[config.mk]
export PLATFORM = sky130hd
export DESIGN_NAME = load_store_unit_flat
export DESIGN_NICKNAME = d
export VERILOG_FILES = /design/src/rtl/load_store_unit_if.sv /design/src/rtl/load_store_unit.sv /design/src/flat_wrapper.sv
export SDC_FILE = /design/constraint.sdc
export NUM_CORES = 1
export LEC_CHECK = 0
export BUFFER_PORTS_ARGS = -buffer_cell sky130_fd_sc_hd__buf_2
export CAP_MARGIN = 10
export CORE_MARGIN = 2
export CORE_UTILIZATION = 45
export DETAILED_ROUTE_END_ITERATION = 10
export PLACE_DENSITY = 0.73
export SYNTH_ARGS = -nofsm -noshare
export SYNTH_HDL_FRONTEND = slang
export SYNTH_SLANG_ARGS = --single-unit
[constraint.sdc]
create_clock -name clk -period 1.84 [get_ports clk]
set_input_delay 0.184 -clock clk [delete_from_list [all_inputs] [get_ports clk]]
set_output_delay 0.184 -clock clk [all_outputs]
set_load 0.02 [all_outputs]
[src/rtl/load_store_unit_if.sv]
// -----------------------------------------------------------------------------
// load_store_unit_if
// Request/ready data bus between the load/store unit (master) and data memory
// (slave).
//   busReq    master->slave  transfer request, held until busReady
//   busWe     master->slave  1 = write
//   busAddr   master->slave  word-aligned byte address
//   busBe     master->slave  byte enables (also driven on reads, for monitoring)
//   busWdata  master->slave  lane-replicated store data
//   busRdata  slave->master  read data, valid in the cycle busReady=1
//   busReady  slave->master  transfer complete
// -----------------------------------------------------------------------------
interface load_store_unit_if #(
    parameter int ADDR_WIDTH = 32
);
    logic                  busReq;
    logic                  busWe;
    logic [ADDR_WIDTH-1:0] busAddr;
    logic [3:0]            busBe;
    logic [31:0]           busWdata;
    logic [31:0]           busRdata;
    logic                  busReady;

    modport master (
        output busReq, busWe, busAddr, busBe, busWdata,
        input  busRdata, busReady
    );

    modport slave (
        input  busReq, busWe, busAddr, busBe, busWdata,
        output busRdata, busReady
    );
endinterface

[src/rtl/load_store_unit.sv]
// -----------------------------------------------------------------------------
// load_store_unit
// Data-side memory stage behind the multicycle control FSM. Accepts one
// load/store at a time from IDLE, runs it on the request/ready bus and returns
// an extended load result with a one-cycle lsuDone pulse. Misaligned or
// illegal accesses skip the bus and pulse lsuDone together with accessErr.
//
// Ports
//   clk, rst          clock and synchronous active-high reset
//   dMemRead/Write    request levels, sampled only in IDLE (both = read)
//   funct3            size/sign: LB LH LW LBU LHU / SB SH SW
//   addr, storeData   effective byte address and rs2 value
//   bus               load_store_unit_if master port
//   loadData          extended load result, held until the next load completes
//   lsuBusy           high in every non-IDLE state
//   lsuDone           one-cycle completion pulse
//   accessErr         one-cycle fault pulse, coincident with lsuDone
//
// Optional feature: define LSU_TIMEOUT_EN to abort a bus wait after
// TIMEOUT_CYCLES cycles without busReady (reported as an access error).
// -----------------------------------------------------------------------------
module load_store_unit #(
    parameter int ADDR_WIDTH     = 32,
    parameter int TIMEOUT_CYCLES = 255
) (
    input  logic                  clk,
    input  logic                  rst,
    input  logic                  dMemRead,
    input  logic                  dMemWrite,
    input  logic [2:0]            funct3,
    input  logic [ADDR_WIDTH-1:0] addr,
    input  logic [31:0]           storeData,
    load_store_unit_if.master     bus,
    output logic [31:0]           loadData,
    output logic                  lsuBusy,
    output logic                  lsuDone,
    output logic                  accessErr
);

    if (TIMEOUT_CYCLES < 1 || TIMEOUT_CYCLES > 255) begin : g_bad_timeout
        $error("load_store_unit: TIMEOUT_CYCLES must be within 1..255");
    end

    typedef enum logic [1:0] {IDLE, REQ, RESP, ERR} state_e;

    state_e                state_q, state_d;
    logic                  is_load_q, is_load_d;
    logic [2:0]            funct3_q, funct3_d;
    logic [1:0]            offset_q, offset_d;
    logic                  we_q, we_d;
    logic [ADDR_WIDTH-1:0] bus_addr_q, bus_addr_d;
    logic [3:0]            be_q, be_d;
    logic [31:0]           wdata_q, wdata_d;
    logic [31:0]           rdata_q, rdata_d;
    logic [31:0]           load_data_q, load_data_d;
`ifdef LSU_TIMEOUT_EN
    localparam logic [7:0] TIMEOUT_LAST = 8'(TIMEOUT_CYCLES - 1);
    logic [7:0]            wait_cnt_q, wait_cnt_d;
`endif

    // Misaligned halfword/word or an unsupported funct3 for the direction.
    function automatic logic access_fault(input logic ld, input logic [2:0] f3,
                                          input logic [1:0] off);
        unique case (f3)
            3'b000:          access_fault = 1'b0;
            3'b001:          access_fault = off[0];
            3'b010:          access_fault = (off != 2'b00);
            3'b100:          access_fault = !ld;
            3'b101:          access_fault = !ld || off[0];
            default:         access_fault = 1'b1;
        endcase
    endfunction

    function automatic logic [3:0] byte_enables(input logic [1:0] size, input logic [1:0] off);
        unique case (size)
            2'b00:   byte_enables = 4'b0001 << off;
            2'b01:   byte_enables = 4'b0011 << off;
            default: byte_enables = 4'b1111;
        endcase
    endfunction

    function automatic logic [31:0] replicate(input logic [1:0] size, input logic [31:0] d);
        unique case (size)
            2'b00:   replicate = {4{d[7:0]}};
            2'b01:   replicate = {2{d[15:0]}};
            default: replicate = d;
        endcase
    endfunction

    function automatic logic [31:0] extend(input logic [2:0] f3, input logic [1:0] off,
                                           input logic [31:0] d);
        logic [31:0] shifted;
        shifted = d >> {off, 3'b000};
        unique case (f3)
            3'b000:  extend = {{24{shifted[7]}}, shifted[7:0]};
            3'b001:  extend = {{16{shifted[15]}}, shifted[15:0]};
            3'b100:  extend = {24'h0, shifted[7:0]};
            3'b101:  extend = {16'h0, shifted[15:0]};
            default: extend = shifted;
        endcase
    endfunction

    // NOTE: every register is reset, including the data holding registers,
    // because the bus outputs and loadData have defined reset values.
    always_ff @(posedge clk) begin
        if (rst) begin
            state_q     <= IDLE;
            is_load_q   <= 1'b0;
            funct3_q    <= 3'b000;
            offset_q    <= 2'b00;
            we_q        <= 1'b0;
            bus_addr_q  <= '0;
            be_q        <= 4'b0000;
            wdata_q     <= 32'h0;
            rdata_q     <= 32'h0;
            load_data_q <= 32'h0;
`ifdef LSU_TIMEOUT_EN
            wait_cnt_q  <= 8'h00;
`endif
        end else begin
            // NOTE: non-blocking assignments so all registers update together
            // from the values computed in the same cycle.
            state_q     <= state_d;
            is_load_q   <= is_load_d;
            funct3_q    <= funct3_d;
            offset_q    <= offset_d;
            we_q        <= we_d;
            bus_addr_q  <= bus_addr_d;
            be_q        <= be_d;
            wdata_q     <= wdata_d;
            rdata_q     <= rdata_d;
            load_data_q <= load_data_d;
`ifdef LSU_TIMEOUT_EN
            wait_cnt_q  <= wait_cnt_d;
`endif
        end
    end

    always_comb begin
        // NOTE: hold-by-default for every signal written below, so no path
        // through the case leaves one unassigned (no latches).
        state_d     = state_q;
        is_load_d   = is_load_q;
        funct3_d    = funct3_q;
        offset_d    = offset_q;
        we_d        = we_q;
        bus_addr_d  = bus_addr_q;
        be_d        = be_q;
        wdata_d     = wdata_q;
        rdata_d     = rdata_q;
        load_data_d = load_data_q;
`ifdef LSU_TIMEOUT_EN
        wait_cnt_d  = wait_cnt_q;
`endif
        unique case (state_q)
            IDLE: begin
                if (dMemRead || dMemWrite) begin
                    // Read wins when both are asserted.
                    is_load_d = dMemRead;
                    funct3_d  = funct3;
                    offset_d  = addr[1:0];
                    if (access_fault(dMemRead, funct3, addr[1:0])) begin
                        state_d = ERR;
                    end else begin
                        state_d    = REQ;
                        we_d       = !dMemRead;
                        bus_addr_d = {addr[ADDR_WIDTH-1:2], 2'b00};
                        be_d       = byte_enables(funct3[1:0], addr[1:0]);
                        if (!dMemRead) begin
                            wdata_d = replicate(funct3[1:0], storeData);
                        end
`ifdef LSU_TIMEOUT_EN
                        wait_cnt_d = 8'h00;
`endif
                    end
                end
            end
            REQ: begin
                if (bus.busReady) begin
                    rdata_d = bus.busRdata;
                    state_d = RESP;
`ifdef LSU_TIMEOUT_EN
                end else if (wait_cnt_q == TIMEOUT_LAST) begin
                    // This wait cycle brings the count to TIMEOUT_CYCLES.
                    state_d = ERR;
                end else begin
                    wait_cnt_d = wait_cnt_q + 8'd1;
`endif
                end
            end
            RESP: begin
                if (is_load_q) begin
                    load_data_d = extend(funct3_q, offset_q, rdata_q);
                end
                state_d = IDLE;
            end
            ERR: begin
                state_d = IDLE;
            end
        endcase
    end

    assign bus.busReq   = (state_q == REQ);
    assign bus.busWe    = we_q;
    assign bus.busAddr  = bus_addr_q;
    assign bus.busBe    = be_q;
    assign bus.busWdata = wdata_q;

    assign loadData  = load_data_q;
    assign lsuBusy   = (state_q != IDLE);
    assign lsuDone   = (state_q == RESP) || (state_q == ERR);
    assign accessErr = (state_q == ERR);

endmodule

[src/flat_wrapper.sv]
// flat-port wrapper written by rule: the top's interface ports become plain ports
module load_store_unit_flat 
#(
    parameter int ADDR_WIDTH     = 32,
    parameter int TIMEOUT_CYCLES = 255
)
  (clk, rst, dMemRead, dMemWrite, funct3, addr, storeData, loadData, lsuBusy, lsuDone, accessErr, bus_busReq, bus_busWe, bus_busAddr, bus_busBe, bus_busWdata, bus_busRdata, bus_busReady);
  load_store_unit_if #(.ADDR_WIDTH(ADDR_WIDTH)) bus_i ();
  input  logic clk;
  input  logic rst;
  input  logic dMemRead;
  input  logic dMemWrite;
  input  logic [2:0] funct3;
  input  logic [ADDR_WIDTH-1:0] addr;
  input  logic [31:0] storeData;
  output logic [31:0] loadData;
  output logic lsuBusy;
  output logic lsuDone;
  output logic accessErr;
  output wire logic [$bits(bus_i.busReq)-1:0] bus_busReq;
  output wire logic [$bits(bus_i.busWe)-1:0] bus_busWe;
  output wire logic [$bits(bus_i.busAddr)-1:0] bus_busAddr;
  output wire logic [$bits(bus_i.busBe)-1:0] bus_busBe;
  output wire logic [$bits(bus_i.busWdata)-1:0] bus_busWdata;
  input wire logic [$bits(bus_i.busRdata)-1:0] bus_busRdata;
  input wire logic [$bits(bus_i.busReady)-1:0] bus_busReady;
  assign bus_busReq = bus_i.busReq;
  assign bus_busWe = bus_i.busWe;
  assign bus_busAddr = bus_i.busAddr;
  assign bus_busBe = bus_i.busBe;
  assign bus_busWdata = bus_i.busWdata;
  assign bus_i.busRdata = bus_busRdata;
  assign bus_i.busReady = bus_busReady;
  load_store_unit #(.ADDR_WIDTH(ADDR_WIDTH), .TIMEOUT_CYCLES(TIMEOUT_CYCLES)) u_core (.clk(clk), .rst(rst), .dMemRead(dMemRead), .dMemWrite(dMemWrite), .funct3(funct3), .addr(addr), .storeData(storeData), .bus(bus_i), .loadData(loadData), .lsuBusy(lsuBusy), .lsuDone(lsuDone), .accessErr(accessErr));
endmodule
==> impl_metrics.env <==
export IMPL_ir_drop_mv=0.577
export IMPL_power_density_nw_per_um2=943
export IMPL_postCtsSetupRepairBufs=0
export IMPL_period_share_pct=92.5
export IMPL_yosysSeqAreaShare_pct=45.4
export IMPL_yosysUniqueCellTypes=35
export IMPL_totalWireLength_mm=17.9
export IMPL_routed_via_density=5.42
export IMPL_maxCapViolCount=0
export IMPL_cts_tree="built"
export IMPL_drive_gt1_share_pct=30.7
export IMPL_hold_violations=0
export IMPL_cts_max_path_buffers=2
export IMPL_status="finished clean"
export IMPL_final_core_util_pct=60.7
export IMPL_ctsResizeCount=0
export IMPL_grt_max_degree=65
export IMPL_start_util_pct=46.1
export IMPL_diodes=0
export IMPL_rr_worst_depth=5
export IMPL_worst_hold_path_num_cells=3
export IMPL_hpwl_mm=12.4
export IMPL_syn_to_final_growth_pct=31.6
export IMPL_routabilityCongestion=0.838
export IMPL_final_cell_mix="buf_2 (205), a21oi_1 (142), dfxtp_1 (139), nand2_1 (102), nand3_1 (63)"
export IMPL_setup_viol=0
export IMPL_netlist_instances=748
export IMPL_grt_pass1_vias=5802
export IMPL_fp_row_count=42
export IMPL_critPathMaxFanout=13
export IMPL_worstPathArrival_ns=2.00
export IMPL_clock_skew_ns=0.00744
export IMPL_dp_cells=1086
export IMPL_grt_usage_pct=25.0
export IMPL_yosys_warnings=0
export IMPL_ys_seq_elements=139
export IMPL_cp_end_kind="register"
export IMPL_critPathLaunchType="register"
export IMPL_vias=6162
export IMPL_clkTransAtPathRegs_ns=0.05
export IMPL_period_needed_ns=1.70
export IMPL_detail_route_first_pass_iterations=5
export IMPL_final_common_cell="buf_2"
export IMPL_clk_latency_ns=0.42
export IMPL_drtIter0Drc=481
export IMPL_antenna_found_initial=0
export IMPL_overflow=0
export IMPL_layout_setup_ws_ns=0.137
export IMPL_grt_pass1_wl_mm=28.9
export IMPL_ios=209
export IMPL_die_w_um=121
export IMPL_dp_slack_ns=0.161
export IMPL_required_ns=2.14
export IMPL_port_buffers=206
export IMPL_cts_made_buffers=17
export IMPL_setup_tns_ns=0
export IMPL_die_h_um=121
export IMPL_fmax_ghz=0.587
export IMPL_clock_sinks=139
export IMPL_worstMarginPinSlew_ns=0.533
export IMPL_rsz0062_at_grt="no"
export IMPL_fp_dieArea_um2=14600
export IMPL_hp_class="primary input to register"
export IMPL_worstSetupPathType="register to register"
export IMPL_wl_per_cell_um=15.8
export IMPL_slew_headroom_pct=64.5
export IMPL_drv_slew=0
export IMPL_core_area_um2=13300
export IMPL_nets=1054
export IMPL_drc=0
export IMPL_leakage_nw=3.38
export IMPL_final_cells=1137
export IMPL_synth_area_um2=6130
export IMPL_fillCellCount=1211
export IMPL_synth_area_per_cell_um2=8.20
export IMPL_cts_htree_levels=4
export IMPL_ant_nets=0
export IMPL_root_buffer="clkbuf_16"
## worst max-delay path: stages (launching register included)
cell and delay, ns:
dfxtp_1 0.40, nor2_1 0.37, o21ai_2 0.26, buf_4 0.25
o21ai_0 0.20, a21oi_1 0.10
## registers in the layout, summed over array words and instances (netlist names)
name	cells
u_core.rdata_q	32
u_core.bus.busAddr	30
u_core.state_q	2
u_core.bus.busWe	1
u_core.loadData	32
u_core.is_load_q	1
u_core.funct3_q	3
u_core.offset_q	2
u_core.bus.busWdata	32
u_core.bus.busBe	4
## final timing paths
check                         start  slack [ns]                    end
setup / recovery  u_core.state_q[1]        0.14  u_core.bus.busAddr[4]
hold / removal     bus_busRdata[14]        0.01     u_core.rdata_q[14]
setup reg to reg  u_core.state_q[1]        0.14  u_core.bus.busAddr[4]
hold reg to reg   u_core.rdata_q[1]        0.46      u_core.rdata_q[1]
## kinds of logic (layout without fill, tap and decap cells)
| family | count (synthesis) | in the layout | share of synthesized area [%] |
|---|---|---|---|
| buffers and inverters | 76 | 288 | 6.45 |
| AOI/OAI and AO/OA | 258 | 258 | 23.1 |
| other | 1 | 2 | 0.0611 |
| muxes | 50 | 50 | 8.85 |
| DFF | 139 | 139 | 45.4 |
| and+or+nand+nor | 224 | 224 | 16.2 |
## through the flow
stage	hold WS, ns	instance area, um2	power [mW]
after floorplan	0.320	6140	4.19
after global placement	0.431	7360	4.66
after detailed placement	0.434	7360	4.68
after CTS	0.000397	8070	7.66
after global routing	0.000823	8070	7.93
final	0.0134	8070	7.61
## area by class of cell
type | instances | area (um2) | share of cell area [%]
multi-input cells | 534 | 2990 | 37.0
flip-flops and latches | 139 | 2780 | 34.5
repair buffers | 255 | 1570 | 19.4
clock buffers | 22 | 454 | 5.63
well taps | 176 | 220 | 2.73
clock inverters | 8 | 48.8 | 0.604
inverters | 3 | 11.3 | 0.139
## synth_stat cells (all sizes together)
master | count | area (um2)
and2 | 2 | 12.5
nand3 | 63 | 315
a211oi | 21 | 158
mux2i | 25 | 250
inv | 3 | 11.3
nor2b | 6 | 37.5
o2111ai | 1 | 15.0
dfxtp | 139 | 2780
o21bai | 1 | 7.51
mux2 | 24 | 270
or2 | 2 | 12.5
nand2b | 2 | 12.5
nor4 | 2 | 18.8
nand2 | 102 | 383
conb | 1 | 3.75
nor3 | 11 | 55.1
o21ai | 74 | 374
buf | 31 | 226
mux4 | 1 | 22.5
or4 | 1 | 11.3
clkbuf | 42 | 158
nor2 | 30 | 113
a21oi | 142 | 711
o2bb2ai | 7 | 61.3
a22oi | 1 | 7.51
a21o | 2 | 15.0
o211ai | 8 | 60.1
o21a | 1 | 7.51
nand3b | 3 | 22.5
## where the power goes
group,switching (mW),internal (mW)
clock network,1.23,1.73
logic,0.849,0.533
registers,0.112,3.16
## layer usage
metal	GRT usage, %	wire length [um]
met1	31.2	7610
met2	40.8	8680
met3	7.17	1210
met4	9.74	422
met5	0	0
## repair_timing
item,CTS,global route
hold buffers,21,0
hold endpoints to repair,21,0
endpoints found under the setup margin,0,0
Note: power is estimated with default switching activity, not from simulation.
